$ cat config.mk
export PLATFORM = sky130hd
export DESIGN_NAME = fifo_wr_arbiter
export DESIGN_NICKNAME = d
export VERILOG_FILES = /design/src/rtl/fifo_wr_arbiter.sv
export SDC_FILE = /design/constraint.sdc
export NUM_CORES = 1
export LEC_CHECK = 0
export CAP_MARGIN = 20
export CORE_MARGIN = 10
export CORE_UTILIZATION = 40
export CTS_CLUSTER_DIAMETER = 80
export CTS_CLUSTER_SIZE = 10
export DETAILED_ROUTE_END_ITERATION = 12
export PLACE_DENSITY = 0.78
export SLEW_MARGIN = 30
export SYNTH_ARGS = -nofsm -noshare
export SYNTH_HDL_FRONTEND = slang
export SYNTH_SLANG_ARGS = --single-unit
$ cat constraint.sdc
create_clock -name clk -period 3.3 [get_ports clk]
set_clock_uncertainty 0.2 [all_clocks]
set_input_delay 0.99 -clock clk [delete_from_list [all_inputs] [get_ports clk]]
set_output_delay 0.99 -clock clk [all_outputs]
set_load 0.01 [all_outputs]
$ cat src/rtl/fifo_wr_arbiter.sv
// fifo_wr_arbiter: round-robin arbiter sharing one registered FIFO write port among REQS requesters.
// Define FIFO_ARB_PRIO_EN to make requester 0 strict priority; the others then rotate among 1..REQS-1.
module fifo_wr_arbiter #(
  parameter int REQS      = 4,
  parameter int M         = 4,
  parameter int N         = 8,
  parameter int AF_MARGIN = 2
) (
  input  logic              clk,
  input  logic              reset_n,
  input  logic [REQS-1:0]   req,
  input  logic [REQS*M-1:0] wdata,
  output logic [REQS-1:0]   gnt,
  output logic              fifo_we,
  output logic [M-1:0]      fifo_wd,
  input  logic              fifo_re,
  input  logic              fifo_empty,
  output logic [N:0]        level,
  output logic              almost_full
);

  localparam int PW    = (REQS > 2) ? $clog2(REQS) : 1;
  localparam int DEPTH = 2 ** N;
  localparam logic [N:0] DEPTH_L = (N+1)'(DEPTH);
  localparam logic [N:0] AF_TH   = (N+1)'(DEPTH - AF_MARGIN);
`ifdef FIFO_ARB_PRIO_EN
  localparam int LO = 1;
`else
  localparam int LO = 0;
`endif
  localparam logic [PW-1:0] PTR_RST = PW'(LO);
  localparam logic [PW-1:0] PTR_TOP = PW'(REQS - 1);

  logic [PW-1:0] rr_ptr_q, rr_ptr_d;
  logic [N:0]    level_q, level_d;
  logic          fifo_we_q;
  logic [M-1:0]  fifo_wd_q, fifo_wd_d;
  logic          almost_full_q;

  logic            space, xfer, dec, found;
  logic [PW-1:0]   gnt_idx, cand;
  logic [REQS-1:0] gnt_c;
  logic [M-1:0]    slice [REQS];

  for (genvar gi = 0; gi < REQS; gi++) begin : g_slice
    assign slice[gi] = wdata[gi*M +: M];
  end

  // Rotating candidate: wraps back to LO so the prio build never revisits requester 0.
  function automatic logic [PW-1:0] wrap_idx(input int base, input int k);
    int i;
    i = base + k;
    if (i >= REQS) i = i - REQS + LO;
    return PW'(i);
  endfunction

  assign space = (level_q < DEPTH_L);

  always_comb begin
    gnt_c   = '0;
    gnt_idx = '0;
    cand    = '0;
    found   = 1'b0;
    if (space && reset_n) begin
`ifdef FIFO_ARB_PRIO_EN
      if (req[0]) found = 1'b1;
`endif
      for (int k = 0; k < REQS - LO; k++) begin
        cand = wrap_idx(int'(rr_ptr_q), k);
        if (!found && req[cand]) begin
          found   = 1'b1;
          gnt_idx = cand;
        end
      end
      if (found) gnt_c[gnt_idx] = 1'b1;
    end
  end

  assign gnt  = gnt_c;
  assign xfer = |(req & gnt_c);
  assign dec  = fifo_re && !fifo_empty && (level_q != '0);

  always_comb begin
    rr_ptr_d  = rr_ptr_q;
    fifo_wd_d = fifo_wd_q;
    level_d   = level_q + (N+1)'(xfer) - (N+1)'(dec);
    if (xfer) begin
      fifo_wd_d = slice[gnt_idx];
`ifdef FIFO_ARB_PRIO_EN
      if (gnt_idx != '0)
`endif
        rr_ptr_d = (gnt_idx == PTR_TOP) ? PTR_RST : gnt_idx + PW'(1);
    end
  end

  always_ff @(posedge clk or negedge reset_n) begin
    if (!reset_n) begin
      rr_ptr_q      <= PTR_RST;
      level_q       <= '0;
      fifo_we_q     <= 1'b0;
      fifo_wd_q     <= '0;
      almost_full_q <= 1'b0;
    end else begin
      rr_ptr_q      <= rr_ptr_d;
      level_q       <= level_d;
      fifo_we_q     <= xfer;
      fifo_wd_q     <= fifo_wd_d;
      almost_full_q <= (level_d >= AF_TH);
    end
  end

  assign fifo_we     = fifo_we_q;
  assign fifo_wd     = fifo_wd_q;
  assign level       = level_q;
  assign almost_full = almost_full_q;

endmodule

==> impl_metrics.py, run 1 <==
metrics = {
    "outcome": {
        "outcome": "finished, violations left",
        "violations": "negative setup slack",
    },
    "power_and_ir_drop": {
        "p_int_mw": 1.41,
        "seqPwrFrac": 0.166,
        "swShare": 0.418,
        "switchingPower_mw": 1.01,
        "pwr-share-comb": 0.788,
        "vdd_drop_max_mv": 0.763,
        "power_frac_clock": 0.047,
        "p_per_area_nw_per_um2": 1090,
        "p_leak_nw": 0.978,
    },
    "sta": {
        "timing.fmax_mhz": 286,
        "worst_pin_slew_ns": 0.828,
        "hold_violations": 0,
        "slew_viol_final": 0,
        "final_min_period_over_clock_period": 1.06,
        "timing.final.ws_setup_ns": -0.197,
        "rsz0062_at_grt": "yes",
        "setup_viol": 7,
        "finalCriticalPeriod_ns": 3.50,
        "relSlewSlack": 0.445,
    },
    "placed_design": {
        "gp_congestion": 0.872,
        "hpwlAfterDp_um": 3160,
        "placedCellCount": 241,
        "portBuffers": 42,
    },
    "synth": {
        "synth_seq_area_share": 0.330,
        "synthArstFlopShare": 1.00,
        "synth_edf_count": 0,
        "synth_area_leader_cell": "dfrtp_1",
        "netlist_area_um2": 1290,
        "synth_top_area_share": 0.330,
        "ys_types": 39,
        "synthFlopType": "dfrtp_1",
        "yosysWarnings": 0,
        "post_synth.cell_area_avg_um2": 9.85,
        "syn_nets": 168,
        "ys_top_cells_by_area": "dfrtp_1 (33%), ha_1 (12%), mux2i_1 (7.0%)",
        "ys_seq_elements": 17,
        "syn_inst": 131,
    },
    "setup_path": {
        "worstSetupPathType": "in2out",
        "arrival_ns": 2.31,
        "endpoint_kind": "output pin",
        "cp.required_ns": 2.11,
        "r2r_end": "almost_full$_DFF_PN0_",
        "reg2reg_slack_ns": -0.02,
        "rr_worst_depth": 14,
        "start_kind": "primary input",
        "r2r-start": "level[4]$_DFF_PN0_",
        "path_max_fanout": 4,
    },
    "global_routing": {
        "globalRouteOverflowTotal": 0,
        "antenna_found_initial": 0,
        "grt_pass1_wl_um": 6980,
        "grt_pass1_vias": 1393,
        "grt_max_degree": 18,
        "grtUsageTotal": 0.141,
    },
    "route": {
        "wl_um": 4120,
        "wl_per_cell_um": 16.0,
        "drtAntennaViolNets": 0,
        "drc_errors": 0,
        "num_vias": 1338,
        "drtIter0Drc": 68,
        "vias_per_cell": 5.19,
        "first_pass_iters": 4,
    },
    "cells_and_area": {
        "drive_above_1_share": 0.388,
        "nets": 252,
        "syn_to_final_growth_pct": 71.7,
        "final_cell_mix": "buf_4 (34), clkdlybuf4s50_1 (31), dfrtp_1 (17)",
        "finalNonFillerCells": 258,
        "fin_util": 0.720,
        "fill_cells": 228,
        "final_common_cell": "buf_4",
        "num_antenna_cells": 0,
    },
    "min_path": {
        "whs_endpoint": "fifo_wd[3]$_DFFE_PN0P_",
        "hold_path.class": "reg2reg",
        "min_from": "fifo_wd[3]$_DFFE_PN0P_",
        "hold_depth": 2,
    },
    "die": {
        "fp-row-count": 20,
        "die_h_um": 76.8,
        "die_area_um2": 5900,
        "ioPinCount": 43,
        "initial_core_util": 0.419,
        "die_x_um": 76.8,
        "core_um2": 3080,
    },
    "clocking": {
        "cts_buffers": 3,
        "cts_buffer_depth": 2,
        "h-tree-depth": 1,
        "cts_tree": "built",
        "cts_root_buf": "clkbuf_4",
        "cts.sinks": 17,
        "clk_pin_slew_worst_paths_ns": 0.10,
        "clock_latency_ns": 0.29,
    },
    "job": {
        "cap_violations": 0,
    },
}
[metrics by stage]
stage	setup WS, ns	cell area (um2)	TNS [ns]	hold slack, ns	total power [mW]
global route	-0.283	2210	-1.48	0.323	2.64
finish	-0.197	2210	-1.08	0.299	2.42
floorplan	-0.197	1360	-0.605	0.321	1.37
global placement	-0.986	2010	-8.73	0.270	2.01
CTS	-0.246	2170	-1.03	0.305	2.34
detailed placement	-1.01	2010	-9.62	0.281	2.06
[logic make-up after synthesis]
family | Yosys count | share of synthesized area
simple gates | 47 | 0.210
fa+ha+maj | 13 | 0.132
compound gates | 25 | 0.169
mux | 9 | 0.0698
buf+inv | 15 | 0.0553
flops | 17 | 0.330
xor+xnor | 5 | 0.0340
[power groups by stage]
stage          combinational [mW]  clock, mW  sequential, mW
2_1_floorplan               0.918          0           0.451
3_3_place_gp                 1.61          0           0.399
3_5_place_dp                 1.66          0           0.405
4_1_cts                      1.82      0.118           0.401
5_1_grt                      2.10      0.127           0.415
6_report                     1.91      0.113           0.401
[critical path, stage by stage]
cell      delay, ns
buf_8          0.10
buf_6          0.11
buf_4          0.13
nand2b_1       0.09
a21oi_2        0.08
or4_4          0.49
buf_6          0.15
nor2_4         0.07
buf_6          0.10
[timing repair]
item,in CTS,in global routing
gates resized for setup,65,6
pin swaps,14,9
setup buffers,10,4
setup endpoints to repair,11,8
hold endpoints to repair,0,0
hold buffers,0,0
[cell usage after synthesis, drive strengths merged, types with 3 or more instances]
cell,n
a21oi,5
a311oi,3
dfrtp,17
ha,12
inv,13
mux2i,9
nand2,8
nand2b,7
nor2,14
nor3,5
o221ai,4
xnor2,3
[flip-flops by register name (all words and copies together) (netlist names)]
name	flops
level	9
fifo_wd	4
rr_ptr_q	2
almost_full	1
fifo_we	1
[area by class of cell]
cell class	instances	area [um2]	area share
clock buffers	3	22.5	0.0102
clock inverters	1	5.00	0.00226
inverters	13	48.8	0.0220
multi-input cells	99	910	0.411
flip-flops and latches	17	425	0.192
well taps	44	55.1	0.0249
repair buffers	81	748	0.338
[per-layer routing]
metal | track usage | share of wire | vias to the layer above
met5 | 0 | 0 | -
met2 | 0.249 | 0.48 | 57
met3 | 0.0420 | 0.080 | 8
li1 | - | - | 642
met1 | 0.162 | 0.43 | 631
met4 | 0.0297 | 0.0073 | 0
[worst max path at each step]
stage | startpoint | end | slack [ns] | cells after the start
final | req[2] | gnt[3] | -0.20 | 9
after global routing | req[3] | almost_full$_DFF_PN0_ | -0.28 | 13
after CTS | req[2] | gnt[1] | -0.25 | 8
after detailed placement | reset_n | gnt[1] | -1.01 | 6
after global placement | reset_n | gnt[3] | -0.99 | 6
after floorplan | req[2] | almost_full$_DFF_PN0_ | -0.20 | 12
No activity file was read; power rests on OpenSTA's default activity.
==> run 2, diff against run 1 <==
--- a/config.mk
+++ b/config.mk
@@ -11,6 +11,7 @@
 export CTS_CLUSTER_DIAMETER = 80
 export CTS_CLUSTER_SIZE = 10
 export DETAILED_ROUTE_END_ITERATION = 12
+export GPL_TIMING_DRIVEN = 0
 export PLACE_DENSITY = 0.78
 export SLEW_MARGIN = 30
 export SYNTH_ARGS = -nofsm -noshare
==> run 2 against run 1 <==
  * The flow still finishes with violations (negative setup slack)
  * Sequential share of layout area grew 1.4 points
  * Cell count shrank 8.5%
  * Worst hold slack lost 0.0028 ns
  * Core utilization shrank 5.0 points
  * Flip-flop and latch count is the same
  * Non-clock buffer count shrank 22
  * Power shrank 12%
  * Largest cell class unchanged
==> impl_metrics.py, run 2 (synthesized netlist as in run 1, its figures left out) <==
metrics = {
    "clocking": {
        "cts_tree": "built",
        "cts_buffer_depth": 2,
        "clock_latency_ns": 0.29,
        "clk_pin_slew_worst_paths_ns": 0.11,
        "cts_buffers": 3,
        "cts.sinks": 17,
        "cts_root_buf": "clkbuf_4",
        "h-tree-depth": 1,
    },
    "cells_and_area": {
        "fill_cells": 251,
        "fin_area_um2": 2060,
        "nets": 230,
        "largest_reg_flops": 9,
        "num_antenna_cells": 0,
        "drive_above_1_share": 0.297,
        "syn_to_final_growth_pct": 59.8,
        "seq_area_um2": 425,
        "finalNonFillerCells": 236,
        "final_cell_mix": "clkdlybuf4s50_1 (31), dfrtp_1 (17), buf_4 (16)",
        "multi_input_area_um2": 901,
        "fin_util": 0.670,
        "final_common_cell": "clkdlybuf4s50_1",
    },
    "min_path": {
        "hold_depth": 2,
        "whs_endpoint": "fifo_wd[0]$_DFFE_PN0P_",
        "hold_path.class": "reg2reg",
        "min_from": "fifo_wd[0]$_DFFE_PN0P_",
    },
    "setup_path": {
        "start_kind": "primary input",
        "r2r_end": "almost_full$_DFF_PN0_",
        "worstSetupPathType": "in2out",
        "r2r-start": "level[5]$_DFF_PN0_",
        "arrival_ns": 2.28,
        "path_max_fanout": 5,
        "reg2reg_slack_ns": -0.04,
        "endpoint_kind": "output pin",
        "rr_worst_depth": 14,
        "cp.required_ns": 2.11,
    },
    "placed_design": {
        "pre_cts_ws_ns": -1.78,
        "portBuffers": 42,
        "gp_congestion": 0.821,
        "dpl_cell_area_um2": 1840,
        "placedCellCount": 217,
        "hpwlAfterDp_um": 2830,
    },
    "global_routing": {
        "antenna_found_initial": 0,
        "grt_pass1_wl_um": 5930,
        "grt_max_degree": 18,
        "globalRouteOverflowTotal": 0,
        "grtUsageTotal": 0.119,
        "grt_pass1_vias": 1200,
    },
    "route": {
        "first_pass_iters": 4,
        "drtIter0Drc": 39,
        "drtAntennaViolNets": 0,
        "vias_per_cell": 5.12,
        "num_vias": 1208,
        "wl_per_cell_um": 15.9,
        "wl_um": 3750,
        "drc_errors": 0,
    },
    "die": {
        "die_x_um": 76.8,
        "initial_core_util": 0.419,
        "core_um2": 3080,
        "ioPinCount": 43,
        "fp-row-count": 20,
        "die_area_um2": 5900,
        "die_h_um": 76.8,
    },
    "sta": {
        "relSlewSlack": 0.470,
        "timing.final.ws_setup_ns": -0.172,
        "finalCriticalPeriod_ns": 3.47,
        "slew_viol_final": 0,
        "timing.fmax_mhz": 288,
        "final_min_period_over_clock_period": 1.05,
        "rsz0062_at_grt": "yes",
        "setup_viol": 7,
        "worst_pin_slew_ns": 0.791,
        "hold_violations": 0,
    },
    "outcome": {
        "outcome": "finished, violations left",
        "violations": "negative setup slack",
    },
    "power_and_ir_drop": {
        "p_per_area_nw_per_um2": 1040,
        "vdd_drop_max_mv": 0.681,
        "total_power_mw": 2.13,
        "p_leak_nw": 0.889,
    },
    "job": {
        "cap_violations": 0,
    },
}
==> run 2: changes by cell type in the layout (fill, tap and decap cells not counted), sizes merged <==
cell,change
dlygate4sd2,-1
dlymetal6s2s,+1
buf,-22
==> run 2: what timing repair did <==
| action | in CTS | in global routing |
|---|---|---|
| setup buffers | 10 | 7 |
| pin swaps | 12 | 14 |
| endpoints found under the setup margin | 18 | 9 |
| resized for setup | 58 | 10 |
| endpoints found under the hold margin | 0 | 0 |
| hold buffers | 0 | 0 |
==> run 2: per-stage QoR <==
step                      hold WS (ns)  setup TNS [ns]
after floorplan                  0.321          -0.605
after global placement           0.267          -17.63
after detailed placement         0.276          -18.52
after CTS                        0.300           -1.18
after global routing             0.318           -1.18
final                            0.296          -0.852
==> run 2: layer usage <==
layer,GRT usage,share of wire,vias up
li1,-,-,593
met1,0.156,0.46,562
met2,0.194,0.48,51
met3,0.0291,0.061,2
met4,0.0167,0.0019,0
met5,0,0,-
==> run 2: how the worst max path moves through the flow <==
| stage | to | start |
|---|---|---|
| after global placement | gnt[0] | reset_n |
| after CTS | gnt[0] | reset_n |
| after detailed placement | gnt[0] | reset_n |
| after floorplan | almost_full$_DFF_PN0_ | req[2] |
| final | gnt[0] | req[3] |
| after global routing | almost_full$_DFF_PN0_ | req[0] |
==> run 2: area by class of cell <==
type / count / share of cell area
multi-input combinational: 99 / 0.437
inverter: 13 / 0.0237
timing repair buffer: 59 / 0.293
tap: 44 / 0.0267
clock buffer: 3 / 0.0109
clock inverter: 1 / 0.00243
sequential: 17 / 0.206
==> run 2: power by group <==
part           leakage [nW]  internal [mW]  switching [mW]
sequential            0.198          0.329          0.0854
clock                0.0177         0.0450          0.0679
combinational         0.672          0.820           0.788
total                 0.889           1.19           0.941
==> run 2: critical path: stages <==
cell and delay, ns:
buf_8 0.09, nor4_4 0.03, or2_4 0.26, or4_4 0.62
nand2_8 0.12, nor2_4 0.03, buf_6 0.13
